### src/rtl/slot_pkg.sv
// Shared types and constants for the slot machine controller.
package slot_pkg;

   localparam int SYM_W    = 3;
   localparam int CREDIT_W = 8;
   localparam logic [SYM_W-1:0] JACKPOT_SYMBOL = 3'd7;
   localparam logic [CREDIT_W-1:0] CREDIT_MAX = 8'd255;

   typedef enum logic [2:0] {
      IDLE,
      SPIN,
      STOP1,
      STOP2,
      STOP3,
      EVAL,
      PAYOUT
   } state_t;

   // True when all three packed reel symbols are equal.
   function automatic logic is_triple(input logic [3*SYM_W-1:0] syms);
      return (syms[SYM_W-1:0] == syms[2*SYM_W-1:SYM_W]) &&
             (syms[SYM_W-1:0] == syms[3*SYM_W-1:2*SYM_W]);
   endfunction

endpackage

### src/rtl/slot_game_controller_if.sv
// Player/datapath signal bundle for the slot controller.
interface slot_game_controller_if;
   import slot_pkg::*;

   logic                    coin;
   logic                    spin_req;
   logic [3*SYM_W-1:0]      reel_sym;
   logic [2:0]              reel_run;
   logic [3*SYM_W-1:0]      result;
   logic [CREDIT_W-1:0]     credits;
   logic                    busy;
   logic                    win;
   logic                    jackpot;
   logic                    coin_reject;
   logic                    spin_reject;

   // Controller side.
   modport slave (
      input  coin, spin_req, reel_sym,
      output reel_run, result, credits, busy, win, jackpot, coin_reject, spin_reject
   );

   // Player / datapath side.
   modport master (
      output coin, spin_req, reel_sym,
      input  reel_run, result, credits, busy, win, jackpot, coin_reject, spin_reject
   );

endinterface

### src/rtl/slot_timer.sv
// Loadable 10-bit down-counter; done is high while the count sits at zero.
module slot_timer (
   input  logic       clock,
   input  logic       reset,
   input  logic       load,
   input  logic [9:0] load_val,
   output logic       done
);

   logic [9:0] count;

   // Load takes priority; otherwise count down and park at zero.
   always_ff @(posedge clock) begin
      if (reset)
         count <= '0;
      else if (load)
         count <= load_val;
      else if (count != '0)
         count <= count - 10'd1;
   end

   assign done = (count == '0);

endmodule

### src/rtl/slot_game_controller.sv
// Slot machine controller: credit keeping, reel sequencing and payout.
module slot_game_controller
   import slot_pkg::*;
#(
   parameter int SPIN_CYCLES = 64,
   parameter int STOP_GAP    = 16,
   parameter int PAY_TRIPLE  = 10,
   parameter int PAY_JACKPOT = 50
) (
   input  logic clock,
   input  logic reset,
   slot_game_controller_if.slave bus
);

   state_t              state, next_state;
   logic [CREDIT_W-1:0] credits, credits_next;
   logic [3*SYM_W-1:0]  result;
   logic [2:0]          latch;
   logic                timer_load, timer_done;
   logic [9:0]          timer_val;
   logic                spin_ok;
   logic [8:0]          pay, sum;
   logic                is_jackpot;

   slot_timer u_timer (
      .clock    (clock),
      .reset    (reset),
      .load     (timer_load),
      .load_val (timer_val),
      .done     (timer_done)
   );

   // Result comes from the latched stops, so it is stable through EVAL/PAYOUT.
   assign is_jackpot = (result[SYM_W-1:0] == JACKPOT_SYMBOL);

   // Next-state, reel stop strobes, timer control and payout selection.
   always_comb begin
      next_state = state;
      timer_load = 1'b0;
      timer_val  = '0;
      spin_ok    = 1'b0;
      latch      = 3'b000;
      pay        = '0;
      case (state)
         IDLE: begin
            if (bus.spin_req && credits != '0) begin
               spin_ok    = 1'b1;
               next_state = SPIN;
               timer_load = 1'b1;
               timer_val  = 10'(SPIN_CYCLES - 1);
            end
         end
         SPIN: begin
            if (timer_done) begin
               next_state = STOP1;
               latch[0]   = 1'b1;
               timer_load = 1'b1;
               timer_val  = 10'(STOP_GAP - 1);
            end
         end
         STOP1: begin
            if (timer_done) begin
               next_state = STOP2;
               latch[1]   = 1'b1;
               timer_load = 1'b1;
               timer_val  = 10'(STOP_GAP - 1);
            end
         end
         STOP2: begin
            if (timer_done) begin
               next_state = STOP3;
               latch[2]   = 1'b1;
            end
         end
         STOP3:  next_state = EVAL;
         EVAL:   next_state = is_triple(result) ? PAYOUT : IDLE;
         PAYOUT: begin
            pay        = is_jackpot ? 9'(PAY_JACKPOT) : 9'(PAY_TRIPLE);
            next_state = IDLE;
         end
         default: next_state = IDLE;
      endcase

      // Coin, payout and spin cost combine at 9 bits, then clamp to 8.
      sum          = {1'b0, credits} + 9'(bus.coin) + pay - 9'(spin_ok);
      credits_next = (sum > 9'(CREDIT_MAX)) ? CREDIT_MAX : sum[CREDIT_W-1:0];
   end

   // State, credit balance and per-reel stop latches.
   always_ff @(posedge clock) begin
      if (reset) begin
         state   <= IDLE;
         credits <= '0;
         result  <= '0;
      end else begin
         state   <= next_state;
         credits <= credits_next;
         for (int i = 0; i < 3; i++)
            if (latch[i])
               result[i*SYM_W +: SYM_W] <= bus.reel_sym[i*SYM_W +: SYM_W];
      end
   end

   // Reel enables decode from state; pulses are suppressed while reset is held.
   always_comb begin
      case (state)
         SPIN:    bus.reel_run = 3'b111;
         STOP1:   bus.reel_run = 3'b110;
         STOP2:   bus.reel_run = 3'b100;
         default: bus.reel_run = 3'b000;
      endcase
      bus.busy        = (state != IDLE);
      bus.win         = !reset && (state == PAYOUT);
      bus.jackpot     = !reset && (state == PAYOUT) && is_jackpot;
      // A coin that rides along with an accepted spin nets out, so it is not refused.
      bus.coin_reject = !reset && bus.coin && (credits == CREDIT_MAX) && !spin_ok;
      bus.spin_reject = !reset && bus.spin_req && !spin_ok;
      bus.result      = result;
      bus.credits     = credits;
   end

endmodule

### src/flat_wrapper.sv
// flat-port wrapper written by rule: the top's interface ports become plain ports
module slot_game_controller_flat import slot_pkg::*;
#(
   parameter int SPIN_CYCLES = 64,
   parameter int STOP_GAP    = 16,
   parameter int PAY_TRIPLE  = 10,
   parameter int PAY_JACKPOT = 50
)
  (clock, reset, bus_coin, bus_spin_req, bus_reel_sym, bus_reel_run, bus_result, bus_credits, bus_busy, bus_win, bus_jackpot, bus_coin_reject, bus_spin_reject);
  slot_game_controller_if bus_i ();
  input  logic clock;
  input  logic reset;
  input wire logic [$bits(bus_i.coin)-1:0] bus_coin;
  input wire logic [$bits(bus_i.spin_req)-1:0] bus_spin_req;
  input wire logic [$bits(bus_i.reel_sym)-1:0] bus_reel_sym;
  output wire logic [$bits(bus_i.reel_run)-1:0] bus_reel_run;
  output wire logic [$bits(bus_i.result)-1:0] bus_result;
  output wire logic [$bits(bus_i.credits)-1:0] bus_credits;
  output wire logic [$bits(bus_i.busy)-1:0] bus_busy;
  output wire logic [$bits(bus_i.win)-1:0] bus_win;
  output wire logic [$bits(bus_i.jackpot)-1:0] bus_jackpot;
  output wire logic [$bits(bus_i.coin_reject)-1:0] bus_coin_reject;
  output wire logic [$bits(bus_i.spin_reject)-1:0] bus_spin_reject;
  assign bus_i.coin = bus_coin;
  assign bus_i.spin_req = bus_spin_req;
  assign bus_i.reel_sym = bus_reel_sym;
  assign bus_reel_run = bus_i.reel_run;
  assign bus_result = bus_i.result;
  assign bus_credits = bus_i.credits;
  assign bus_busy = bus_i.busy;
  assign bus_win = bus_i.win;
  assign bus_jackpot = bus_i.jackpot;
  assign bus_coin_reject = bus_i.coin_reject;
  assign bus_spin_reject = bus_i.spin_reject;
  slot_game_controller #(.SPIN_CYCLES(SPIN_CYCLES), .STOP_GAP(STOP_GAP), .PAY_TRIPLE(PAY_TRIPLE), .PAY_JACKPOT(PAY_JACKPOT)) u_core (.clock(clock), .reset(reset), .bus(bus_i));
endmodule
### config.mk
export PLATFORM = sky130hd
export DESIGN_NAME = slot_game_controller_flat
export DESIGN_NICKNAME = d
export VERILOG_FILES = /design/src/rtl/slot_pkg.sv /design/src/rtl/slot_game_controller_if.sv /design/src/rtl/slot_timer.sv /design/src/rtl/slot_game_controller.sv /design/src/flat_wrapper.sv
export SDC_FILE = /design/constraint.sdc
export NUM_CORES = 1
export LEC_CHECK = 0
export ABC_AREA = 1
export CAP_MARGIN = 20
export CORE_MARGIN = 8
export CORE_UTILIZATION = 57
export DETAILED_ROUTE_END_ITERATION = 10
export PLACE_DENSITY = 0.86
export SYNTH_ARGS = -nofsm -noshare
export SYNTH_HDL_FRONTEND = slang
export SYNTH_SLANG_ARGS = --single-unit
### constraint.sdc
create_clock -name clock -period 7.92 [get_ports clock]
set_input_delay 1.98 -clock clock [delete_from_list [all_inputs] [get_ports clock]]
set_output_delay 1.98 -clock clock [all_outputs]
set_load 0.01 [all_outputs]
==> impl_metrics.py <==
metrics = {
    "critical_path": {
        "crit_chain": "clkdlybuf4s50_1 > buf_4 > inv_1 > nand3_1 > inv_1 > clkdlybuf4s50_1",
        "end_kind": "output pin",
        "start_kind": "input port",
        "max_stage_delay_ps": 520,
        "r2r_start": "u_core.bus.credits[7]$_SDFF_PP0_",
        "cp_data_required_time_ps": 5940,
        "rr_worst_depth": 19,
        "crit_buf_inv": 5,
        "crit_slowest_cell": "clkdlybuf4s50_1",
        "ff2ff_setup_slack_ps": 4920,
        "cp.arrival_ps": 3610,
        "cp_max_fo": 22,
        "cp-startpoint": "reset",
        "crit_type": "input port to output pin",
        "critPathTopFamily": "buffers and inverters",
        "worstReg2RegEnd": "u_core.bus.credits[2]$_SDFF_PP0_",
    },
    "drt": {
        "vias": 2109,
        "drt-wirelength-per-cell_um": 12.9,
        "m1WireLength_um": 2290,
        "highest_layer": "met4",
        "avgViaCountPerCell": 5.09,
        "wl_um": 5330,
        "drtIter0Drc": 120,
        "met2WireLength_um": 2530,
        "drt_pass1_iterations": 4,
        "drc": 0,
        "wl_met3_um": 405,
        "antenna_left": 0,
    },
    "min_path": {
        "whs_path_depth": 2,
        "hold_start": "u_core.bus.result[3]$_SDFFE_PP0P_",
        "hold_end": "u_core.bus.result[3]$_SDFFE_PP0P_",
        "hold_class": "flop to flop",
    },
    "synth": {
        "synth_compound_area_share_pct": 6.49,
        "ys_ff_latch": 30,
        "netlist_instances": 325,
        "synth_warnings": 0,
        "synth.area.top_cells": "dfxtp_1, nand2_1, inv_1",
        "synthXorXnorAreaFrac_pct": 3.30,
        "synth_area_um2": 2120,
        "avgSynthCellArea_um2": 6.53,
        "ys_seq_area_share_pct": 28.3,
        "ys_types": 26,
        "synth_top_family_by_area": "simple AND/OR/NAND/NOR gates",
        "synth_mux_area_share_pct": 0,
        "yosysTopAreaCell": "dfxtp_1",
        "synthAdderAreaFrac_pct": 10.4,
        "yosys.area_share.simple_pct": 39.7,
        "synth_top_area_share_pct": 28.3,
        "syn_nets": 355,
    },
    "sta": {
        "skew_ps": 3.94,
        "period_minus_slack_ps": 5590,
        "slew_headroom_pct": 74.6,
        "drv_slew": 0,
        "worstMarginPinSlew_ps": 378,
        "finalHoldViolCount": 0,
        "setup-violations-final": 0,
        "post-route-period-util_pct": 70.6,
        "fin_setup_tns_ps": 0,
        "max_clock_freq_ghz": 0.179,
        "rsz0062_at_grt": "no",
    },
    "clock_network": {
        "ctsResizeCount": 0,
        "root_buffer": "clkbuf_8",
        "cts_buffers": 5,
        "hold_buffers": 0,
        "worst_setup_hold_path_clk_slew_ps": 60,
        "cts.sinks": 30,
        "post_cts_buffers": 0,
        "htreeDepth": 2,
        "tritoncts": "yes",
        "insertion_delay_ps": 280,
        "cts_max_path_buffers": 2,
    },
    "pwr": {
        "powerDensity_nw_per_um2": 446,
        "ir_drop_v": 0.000247,
        "p_leak_nw": 1.30,
        "p_total_mw": 1.17,
    },
    "die": {
        "ios": 38,
        "die_h_um": 77.0,
        "dieArea_um2": 5930,
        "initial_utilization_pct": 58.8,
        "core.rowCount": 22,
        "die_w_um": 77.0,
        "coreArea_um2": 3610,
    },
    "cells_and_area": {
        "layout.nets": 397,
        "multi_input_area_um2": 1270,
        "fill_cells": 297,
        "final_cell_mix": "nand2_1, inv_1, nor2_1, clkdlybuf4s50_1, dfxtp_1",
        "layout-drive-gt1-share_pct": 7.38,
        "layout_commonest_cell": "nand2_1",
        "final_area_um2": 2630,
        "post-route-util_pct": 72.9,
        "antenna_cells": 0,
        "regArea_um2": 601,
        "area_growth_pct": 24.0,
    },
    "grt": {
        "antenna_found_initial": 0,
        "gr-total-overflow": 0,
        "grt_use_total_pct": 18.0,
        "grt_pass1_wl_um": 8910,
        "grt_start_max_net_pins": 23,
        "grt_pass1_vias": 2040,
    },
    "placed_design": {
        "gp_congestion": 0.867,
        "dpl_cell_area_um2": 2550,
        "io_buffers": 37,
        "hpwl_um": 4050,
    },
    "run": {
        "maxCapViolCount": 0,
    },
    "status": {
        "outcome": "complete, no violations",
    },
}
-- worst max-delay path by stage --
stage	end	cells after the start
final	bus_spin_reject	6
after global routing	bus_spin_reject	6
after CTS	bus_spin_reject	6
after detailed placement	bus_spin_reject	6
after global placement	bus_spin_reject	6
after floorplan	bus_spin_reject	4
-- logic make-up (layout without fill, tap and decap cells) --
kind of cell    after synthesis  after routing
simple gates                177            177
fa+ha+maj                    17             17
compound gates               27             27
buf+inv                      66            107
xor+xnor                      8              8
flops                        30             30
-- tightest hold or removal path: stages (launching register included) --
cell and delay [ps]:
dfxtp_1 330, nand2_1 70, a21oi_1 50
-- sequential cells by signal, summed over array words and instances, names as in the netlist --
register / count
u_core.bus.result: 9
u_core.state: 3
u_core.u_timer.count: 10
u_core.bus.credits: 8
-- Yosys cell counts --
cell,n
nor2_4,4
o21bai_1,1
nor3_1,2
xnor2_1,4
clkbuf_1,3
nand3_1,25
nand2_4,3
ha_1,16
nand4_1,5
xor2_1,4
o21ai_0,8
fa_1,1
nand2_2,3
nand3_4,1
nand3b_1,3
inv_2,2
inv_4,1
dfxtp_1,30
a21oi_1,18
or2_2,1
nor2_8,1
nor2_1,37
inv_1,60
nand2_1,87
nand3_2,4
nor4_1,1
-- stage by stage --
step	cells	hold WS, ps	setup slack (ps)
3_5_place_dp	408	483	2360
5_1_grt	414	511	2240
6_report	414	499	2330
4_1_cts	414	494	2320
3_3_place_gp	408	479	2370
2_1_floorplan	325	493	3480
-- metal layers --
| metal | vias to the layer above | track usage [%] |
|---|---|---|
| li1 | 1086 | - |
| met1 | 936 | 20.2 |
| met2 | 75 | 30.9 |
| met3 | 12 | 5.83 |
| met4 | 0 | 6.98 |
| met5 | - | 0 |
-- power breakdown --
part	total [mW]	internal (mW)	leakage (nW)	switching, mW
Sequential	0.254	0.203	0.247	0.0501
Combinational	0.800	0.322	1.01	0.478
Clock	0.121	0.0668	0.0431	0.0537
-- final cells by class --
type	instances	area share (%)
well taps	48	2.28
inverters	63	9.09
repair buffers	38	14.4
multi-input cells	229	48.3
clock buffers	6	3.14
flip-flops and latches	30	22.8
Note: power is estimated with default switching activity, not from simulation.
